===== src/rtl/qar_dmem_responder.sv =====
// Word-addressed data-memory responder for the qar_core load/store port.
// Each request is held for WAIT_STATES stall cycles, then answered with a one-cycle mem_ready_o.
module qar_dmem_responder #(
  parameter int ADDR_WIDTH  = 6,
  parameter int WAIT_STATES = 1,
  parameter int CNT_WIDTH   = 16
) (
  input  logic                 clk_i,
  input  logic                 rst_i,
  input  logic                 mem_req_i,
  input  logic [31:0]          mem_addr_i,
  input  logic                 mem_we_i,
  input  logic [31:0]          mem_wdata_i,
  output logic                 mem_ready_o,
  output logic [31:0]          mem_rdata_o,
  output logic                 mem_err_o,
  output logic [CNT_WIDTH-1:0] store_count_o,
  output logic                 busy_o
);

  localparam int DEPTH = 2 ** ADDR_WIDTH;

  if ((WAIT_STATES < 0) || (WAIT_STATES > 15)) begin : g_bad_wait_states
    $error("qar_dmem_responder: WAIT_STATES must be in 0..15");
  end

  typedef enum logic [1:0] {S_IDLE, S_WAIT, S_RESP} state_t;

  state_t                state_q, state_d;
  logic [3:0]            wait_cnt_q, wait_cnt_d;
  logic [31:0]           addr_q, addr_d;
  logic                  we_q, we_d;
  logic [31:0]           wdata_q, wdata_d;
  logic [CNT_WIDTH-1:0]  store_count_q;
  logic [31:0]           mem [DEPTH];

  logic                  err;
  logic [ADDR_WIDTH-1:0] word_idx;
  logic                  commit;

  function automatic logic [CNT_WIDTH-1:0] sat_inc(input logic [CNT_WIDTH-1:0] v);
    return (&v) ? v : v + 1'b1;
  endfunction

  assign err      = (addr_q[1:0] != 2'b00) || (addr_q[31:ADDR_WIDTH+2] != '0);
  assign word_idx = addr_q[ADDR_WIDTH+1:2];
  // A store commits on the edge that leaves RESP; a reset on that edge discards it.
  assign commit   = !rst_i && (state_q == S_RESP) && we_q && !err;

  always_ff @(posedge clk_i) begin
    if (rst_i) begin
      state_q       <= S_IDLE;
      wait_cnt_q    <= '0;
      store_count_q <= '0;
    end else begin
      state_q    <= state_d;
      wait_cnt_q <= wait_cnt_d;
      if (commit) store_count_q <= sat_inc(store_count_q);
    end
    addr_q  <= addr_d;
    we_q    <= we_d;
    wdata_q <= wdata_d;
  end

  always_ff @(posedge clk_i) begin
    if (commit) mem[word_idx] <= wdata_q;
  end

  always_comb begin
    state_d    = state_q;
    wait_cnt_d = wait_cnt_q;
    addr_d     = addr_q;
    we_d       = we_q;
    wdata_d    = wdata_q;
    unique case (state_q)
      S_IDLE: begin
        if (mem_req_i) begin
          addr_d     = mem_addr_i;
          we_d       = mem_we_i;
          wdata_d    = mem_wdata_i;
          wait_cnt_d = 4'(WAIT_STATES);
          state_d    = (WAIT_STATES > 0) ? S_WAIT : S_RESP;
        end
      end
      S_WAIT: begin
        wait_cnt_d = wait_cnt_q - 4'd1;
        if (wait_cnt_q == 4'd1) state_d = S_RESP;
      end
      S_RESP:  state_d = S_IDLE;
      default: state_d = S_IDLE;
    endcase
  end

  always_comb begin
    mem_ready_o = (state_q == S_RESP);
    mem_err_o   = (state_q == S_RESP) && err;
    busy_o      = (state_q != S_IDLE);
    mem_rdata_o = '0;
    if ((state_q == S_RESP) && !we_q && !err) mem_rdata_o = mem[word_idx];
  end

  assign store_count_o = store_count_q;

endmodule


===== config.mk =====
export PLATFORM = sky130hd
export DESIGN_NAME = qar_dmem_responder
export DESIGN_NICKNAME = d
export VERILOG_FILES = /design/src/rtl/qar_dmem_responder.sv
export SDC_FILE = /design/constraint.sdc
export NUM_CORES = 2
export LEC_CHECK = 0
export CAP_MARGIN = 20
export CORE_MARGIN = 2
export CORE_UTILIZATION = 45
export CTS_CLUSTER_SIZE = 8
export DETAILED_ROUTE_END_ITERATION = 10
export SYNTH_ARGS = -nofsm -noshare
export SYNTH_HDL_FRONTEND = slang
export SYNTH_SLANG_ARGS = --single-unit
export TNS_END_PERCENT = 20

===== constraint.sdc =====
create_clock -name clk_i -period 7.5 [get_ports clk_i]
set_input_delay 1.875 -clock clk_i [delete_from_list [all_inputs] [get_ports clk_i]]
set_output_delay 1.875 -clock clk_i [all_outputs]
set_load 0.01 [all_outputs]

== Word-level counts from Yosys, hierarchy flattened ==
Memories as Yosys holds them, arrays and structs flattened. A register that Yosys moved wholly into a read port is not among the register bits.
Index checks and enable logic that the tools add are counted.

* Add/sub/neg operators: 2
* Reduce and logical (&&, ||, !) cells: 20
* Equal/unequal tests: 5
* Bitwise gates (word level): 1
* Muxes and demuxes: 9

{| class="wikitable"
|+ Operator list
! cell !! number
|-
| 2-to-1 mux 32 bit || 1
|-
| nonzero test 24 bit || 1
|-
| adder 16 x 1 -> 16 bit, second input constant || 1
|-
| AND reduction 16 bit || 1
|-
| case mux 4 bit (2 select lines) || 1
|-
| AND reduction 2 bit || 4
|-
| logical AND 1 bit || 6
|-
| 2-to-1 mux 6 bit || 1
|-
| nonzero test 2 bit || 3
|-
| == test 4 x 1 -> 1 bit, second input constant || 1
|-
| 2-to-1 mux 2 bit || 2
|-
| 2-to-1 mux 4 bit || 1
|-
| inequality test 2 bit, second input constant || 2
|-
| case mux 2 bit (2 select lines) || 1
|-
| subtractor 4 x 1 -> 4 bit, second input constant || 1
|-
| logical NOT 1 bit || 3
|-
| == test 2 x 1 -> 1 bit, second input constant || 1
|-
| == test 2 bit, second input constant || 1
|-
| logical NOT 2 bit || 1
|-
| 2-to-1 mux 1 bit || 2
|-
| logical OR 1 bit || 1
|-
| inverter 1 bit || 1
|}

* Input bits: 68
* RAM bits: 2,048
* Memories kept: 1
* Output and inout port bits: 51
* Register bits: 87
* Word-level logic and storage cells: 44

{| class="wikitable"
|+ Memory list
! name !! words !! width !! read ports !! clocked after Yosys merged registers in !! wr ports !! line !! source
|-
| mem || 64 || 32 || 1 || 1 || 1 || 35 || <nowiki>logic [31:0] mem [DEPTH];</nowiki>
|}

== Depth between registers and ports, before layout ==
* Depth in word-level cells: 6
* Mapped depth: 12
* Mapped depth without buffers: 7

== Worst setup path before layout ==
No wires, ideal clock.

* Path kind: input to register
* From: input mem_req_i
* To: register (tool-made name)
* Slack: 2,020 ps
* Arrival: 5,356 ps
* Cell stages on the path: 3
* Path buffers: 0
* Data required time: 7,376 ps
* Setup time: 124 ps
* Path through: inv_1 -> nor2_1 -> mux2_2

{| class="wikitable"
|+ RTL lines
! element !! line !! source
|-
| from (decl) || 10 || <nowiki>input logic mem_req_i,</nowiki>
|}

==> Implementation_results.wiki <==
{| class="wikitable"
! Metric !! Value
|-
| CTS Hold Buffers Added || 0
|-
| TritonCTS clock tree || yes
|-
| Number of pins with negative max-slew slack in the final report || 0
|-
| WP data arrival || 5.25 ns
|-
| Fin cells || 6,600
|-
| Clock period minus worst slack || 7.13 ns
|-
| Number of antenna violations at the first check in global routing || 10
|-
| Overall power after layout || 27.9 mW
|-
| Leakage component of the power || 30.4 nW
|-
| Number of ports placed on the die boundary || 119
|-
| Crit-path cells || buf_12, buf_4, mux4_2, a22oi_1, nand3_1, o311ai_0, buf_2, a31oi_1, clkdlybuf4s50_1
|-
| Count of state elements after synthesis || 2,141
|-
| CP Launch Type || flip-flop
|-
| Pin count of the biggest net entering global routing || 101
|-
| Worst slew slack as a fraction of its limit || 27.0%
|-
| Cell with the biggest individual delay on the critical path || sky130_fd_sc_hd__dfxtp_4
|-
| Row count || 156
|-
| Initial Utilization || 45.4%
|-
| Final weighted congestion in routability-driven placement || 0.839
|-
| Via count of the first global-routing pass || 42,000
|-
| Avg Inst Size Synth || 22.0 µm²
|-
| Yosys top cell area share || 77.3%
|-
| Core Region || 181,000 µm²
|-
| Post-layout instance area || 95,800 µm²
|-
| Total vias in the final route || 41,400
|-
| Sum Neg Setup Slack || 0 ns
|-
| Number of buffers created by CTS || 318
|-
| Final setup violation count || 0
|-
| Routed wirelength normalized by instance count || 34.7 µm
|-
| Clock-pin slew reported for the worst setup and hold paths after clock tree synthesis || 0.05 ns
|-
| CTS root buf || sky130_fd_sc_hd__clkbuf_16
|-
| Synth Warn # || 0
|-
| Startpoint-to-endpoint class of the critical path || reg2out
|-
| Wire length of the first global-routing pass || 323,000 µm
|-
| Number of max-cap violations || 0
|-
| Tightest hold margin || 0.510 ns
|-
| Vias per cell || 6.27
|-
| Die H || 431 µm
|-
| Cells after Synth || 3,735
|-
| Die footprint || 186,000 µm²
|-
| 1st-pass router iterations || 5
|-
| Sequential element share of the synthesized area || 78.0%
|-
| Final antenna-violating net count || 0
|-
| Slew at the pin with the worst max-slew slack || 1.09 ns
|-
| Crit. End Element || primary output
|-
| Most used flip-flop cell after synthesis || sky130_fd_sc_hd__edfxtp_1
|-
| Chip width || 431 µm
|-
| Number of placed instances with taps included || 6,225
|-
| Number of instances resized during post-cts repair || 0
|-
| Total number of clock tree sinks || 2,141
|-
| Total Routing Usage GR || 24.8%
|-
| Synthesized netlist net count || 3,806
|-
| DR DRC count || 0
|-
| Port buffer count || 118
|-
| Pwr dens || 291 nW/µm²
|-
| Clock Latency Late Sink || 0.92 ns
|-
| Run status || complete, no violations
|-
| Count of different cell masters after synthesis || 59
|-
| Required time at the endpoint of the critical path || 5.62 ns
|-
| Highest clock rate || 0.140 GHz
|-
| Final Hold Vio Count || 0
|-
| Clock tree skew after final layout || 0.0525 ns
|-
| Delay contributed by the slowest stage of the critical path || 0.78 ns
|-
| First-iteration detailed-routing DRC count || 5,493
|-
| Netlist area before placement || 82,100 µm²
|-
| Setup repair after global routing missed its margin || false
|-
| Overall routed net length || 229,000 µm
|-
| Path class of the lowest-slack min-delay path || reg2reg
|-
| Peak VDD IR || 0.255 mV
|-
| Relative area change from synthesis to final layout || 16.6%
|-
| Remaining Overflow, GRT || 0
|-
| Top cells by area, synth || sky130_fd_sc_hd__edfxtp_1 77%, sky130_fd_sc_hd__mux4_2 13%, sky130_fd_sc_hd__mux2i_1 2.1%
|-
| Setup fix buffers added after clock tree synthesis || 0
|-
| H-tree depth || 5
|-
| Ratio of cells with drive above 1 in the final layout || 26.0%
|-
| Period utilization || 95.0%
|-
| Number of flops mapped to enable cells by yosys || 2,113
|-
| Library cell with the largest summed area after synthesis || sky130_fd_sc_hd__edfxtp_1
|-
| Fin nets || 4,246
|-
| Largest driver fanout on the critical path || 47
|-
| Async set-or-reset flop fraction in the synthesized netlist || 0%
|-
| Buffer depth of the longest clock path || 4
|-
| Detailed Place HPWL || 130,000 µm
|-
| Post-DP Area || 87,400 µm²
|}
final cells by class:
cell class	count	area [µm²]
fill	13700	85200
sequential	2141	64000
multi-input combinational	1383	17300
clock buffer	363	8280
timing repair buffer	320	2990
tap	2370	2970
clock inverter	10	111
inverter	11	46.3
antenna	2	5.00
synth_stat cells (all sizes together), types with 3 or more instances:
library cell	number
o211a	3
edfxtp	2113
and3	21
nand2	115
o31ai	8
or3	5
a2111oi	6
a31oi	20
mux2i	169
a221oi	44
clkbuf	69
o311ai	9
nand4	12
nor3	26
nand2b	12
dfxtp	28
xor2	14
and2	9
a221o	25
a21oi	43
o22ai	17
buf	131
a311o	5
o211ai	10
mux2	20
a311oi	8
a22oi	39
nand3b	3
ha	3
nor2	131
o21ai	33
nor4	10
a211oi	23
mux4	472
nor2b	11
inv	10
nand3	42
final timing paths:
path / endpoint / slack, ns / depth (start not counted) / startpoint
max: mem_rdata_o[5] / 0.37 / 9 / flip-flop
max reg2reg: mem[34][28]$_DFFE_PP_ / 3.18 / 7 / addr_q[8]$_DFFE_PP_
min reg2reg: store_count_o[1]$_SDFFE_PP0P_ / 0.51 / 2 / store_count_o[1]$_SDFFE_PP0P_
min: store_count_o[1]$_SDFFE_PP0P_ / 0.51 / 2 / store_count_o[1]$_SDFFE_PP0P_
layer usage:
metal / vias to the layer above / share of wire, % / track usage (%)
met5: - / 0.020 / 0
met4: 6 / 4.0 / 9.68
met3: 412 / 8.8 / 5.30
met2: 2171 / 47 / 38.6
met1: 22200 / 40 / 34.5
li1: 16600 / - / -
through the flow:
| stage | setup WS (ns) | util, % |
|---|---|---|
| floorplan | 2.02 | - |
| global placement | 1.08 | 48.3 |
| detailed placement | 1.26 | 48.3 |
| CTS | 0.283 | 52.9 |
| global route | 0.209 | 52.9 |
| finish | 0.372 | 52.9 |
state kept, by name, summed over array words and instances, names as in the netlist, named ones only:
name,flops
we_q,1
state_q,2
wdata_q,32
addr_q,32
store_count_o,16
wait_cnt_q,4
mem,2048
power by group:
part,switching [mW],internal (mW),total (mW)
clock network,4.74,7.66,12.4
logic,1.36,0.797,2.15
registers,0.0523,13.3,13.3
total,6.15,21.7,27.9
critical path: cells and delay by family, from the launching register on:
kind	cells	cell delay, ns
buffers and inverters	4	1.60
AOI/OAI and AO/OA	3	0.80
DFF	1	0.78
muxes	1	0.56
and+or+nand+nor	1	0.50
logic make-up (layout without fill, tap and decap cells):
| kind of cell | after synthesis | in the layout | share of synthesized area, % |
|---|---|---|---|
| buffers and inverters | 211 | 704 | 1.57 |
| other | 0 | 2 | 0 |
| AO/OA/AOI/OAI | 301 | 301 | 2.68 |
| AND/OR/NAND/NOR | 404 | 404 | 2.25 |
| XOR/XNOR | 14 | 14 | 0.149 |
| flip-flops | 2141 | 2141 | 78.0 |
| multiplexers | 661 | 661 | 15.3 |
| adder cells (fa/ha/maj) | 3 | 3 | 0.0457 |
cells in the final DEF, fill, tap and decap left out, types with 42 or more instances in the layout:
| master | instances |
|---|---|
| sky130_fd_sc_hd__a221oi_1 | 44 |
| sky130_fd_sc_hd__nor2_1 | 64 |
| sky130_fd_sc_hd__buf_4 | 170 |
| sky130_fd_sc_hd__edfxtp_1 | 2113 |
| sky130_fd_sc_hd__mux2i_1 | 169 |
| sky130_fd_sc_hd__clkdlybuf4s50_1 | 118 |
| sky130_fd_sc_hd__nor2_4 | 66 |
| sky130_fd_sc_hd__nand2_1 | 115 |
| sky130_fd_sc_hd__a21oi_1 | 43 |
| sky130_fd_sc_hd__nand3_1 | 42 |
| sky130_fd_sc_hd__clkbuf_16 | 325 |
| sky130_fd_sc_hd__mux4_2 | 458 |
No activity file was read; power rests on OpenSTA's default activity.
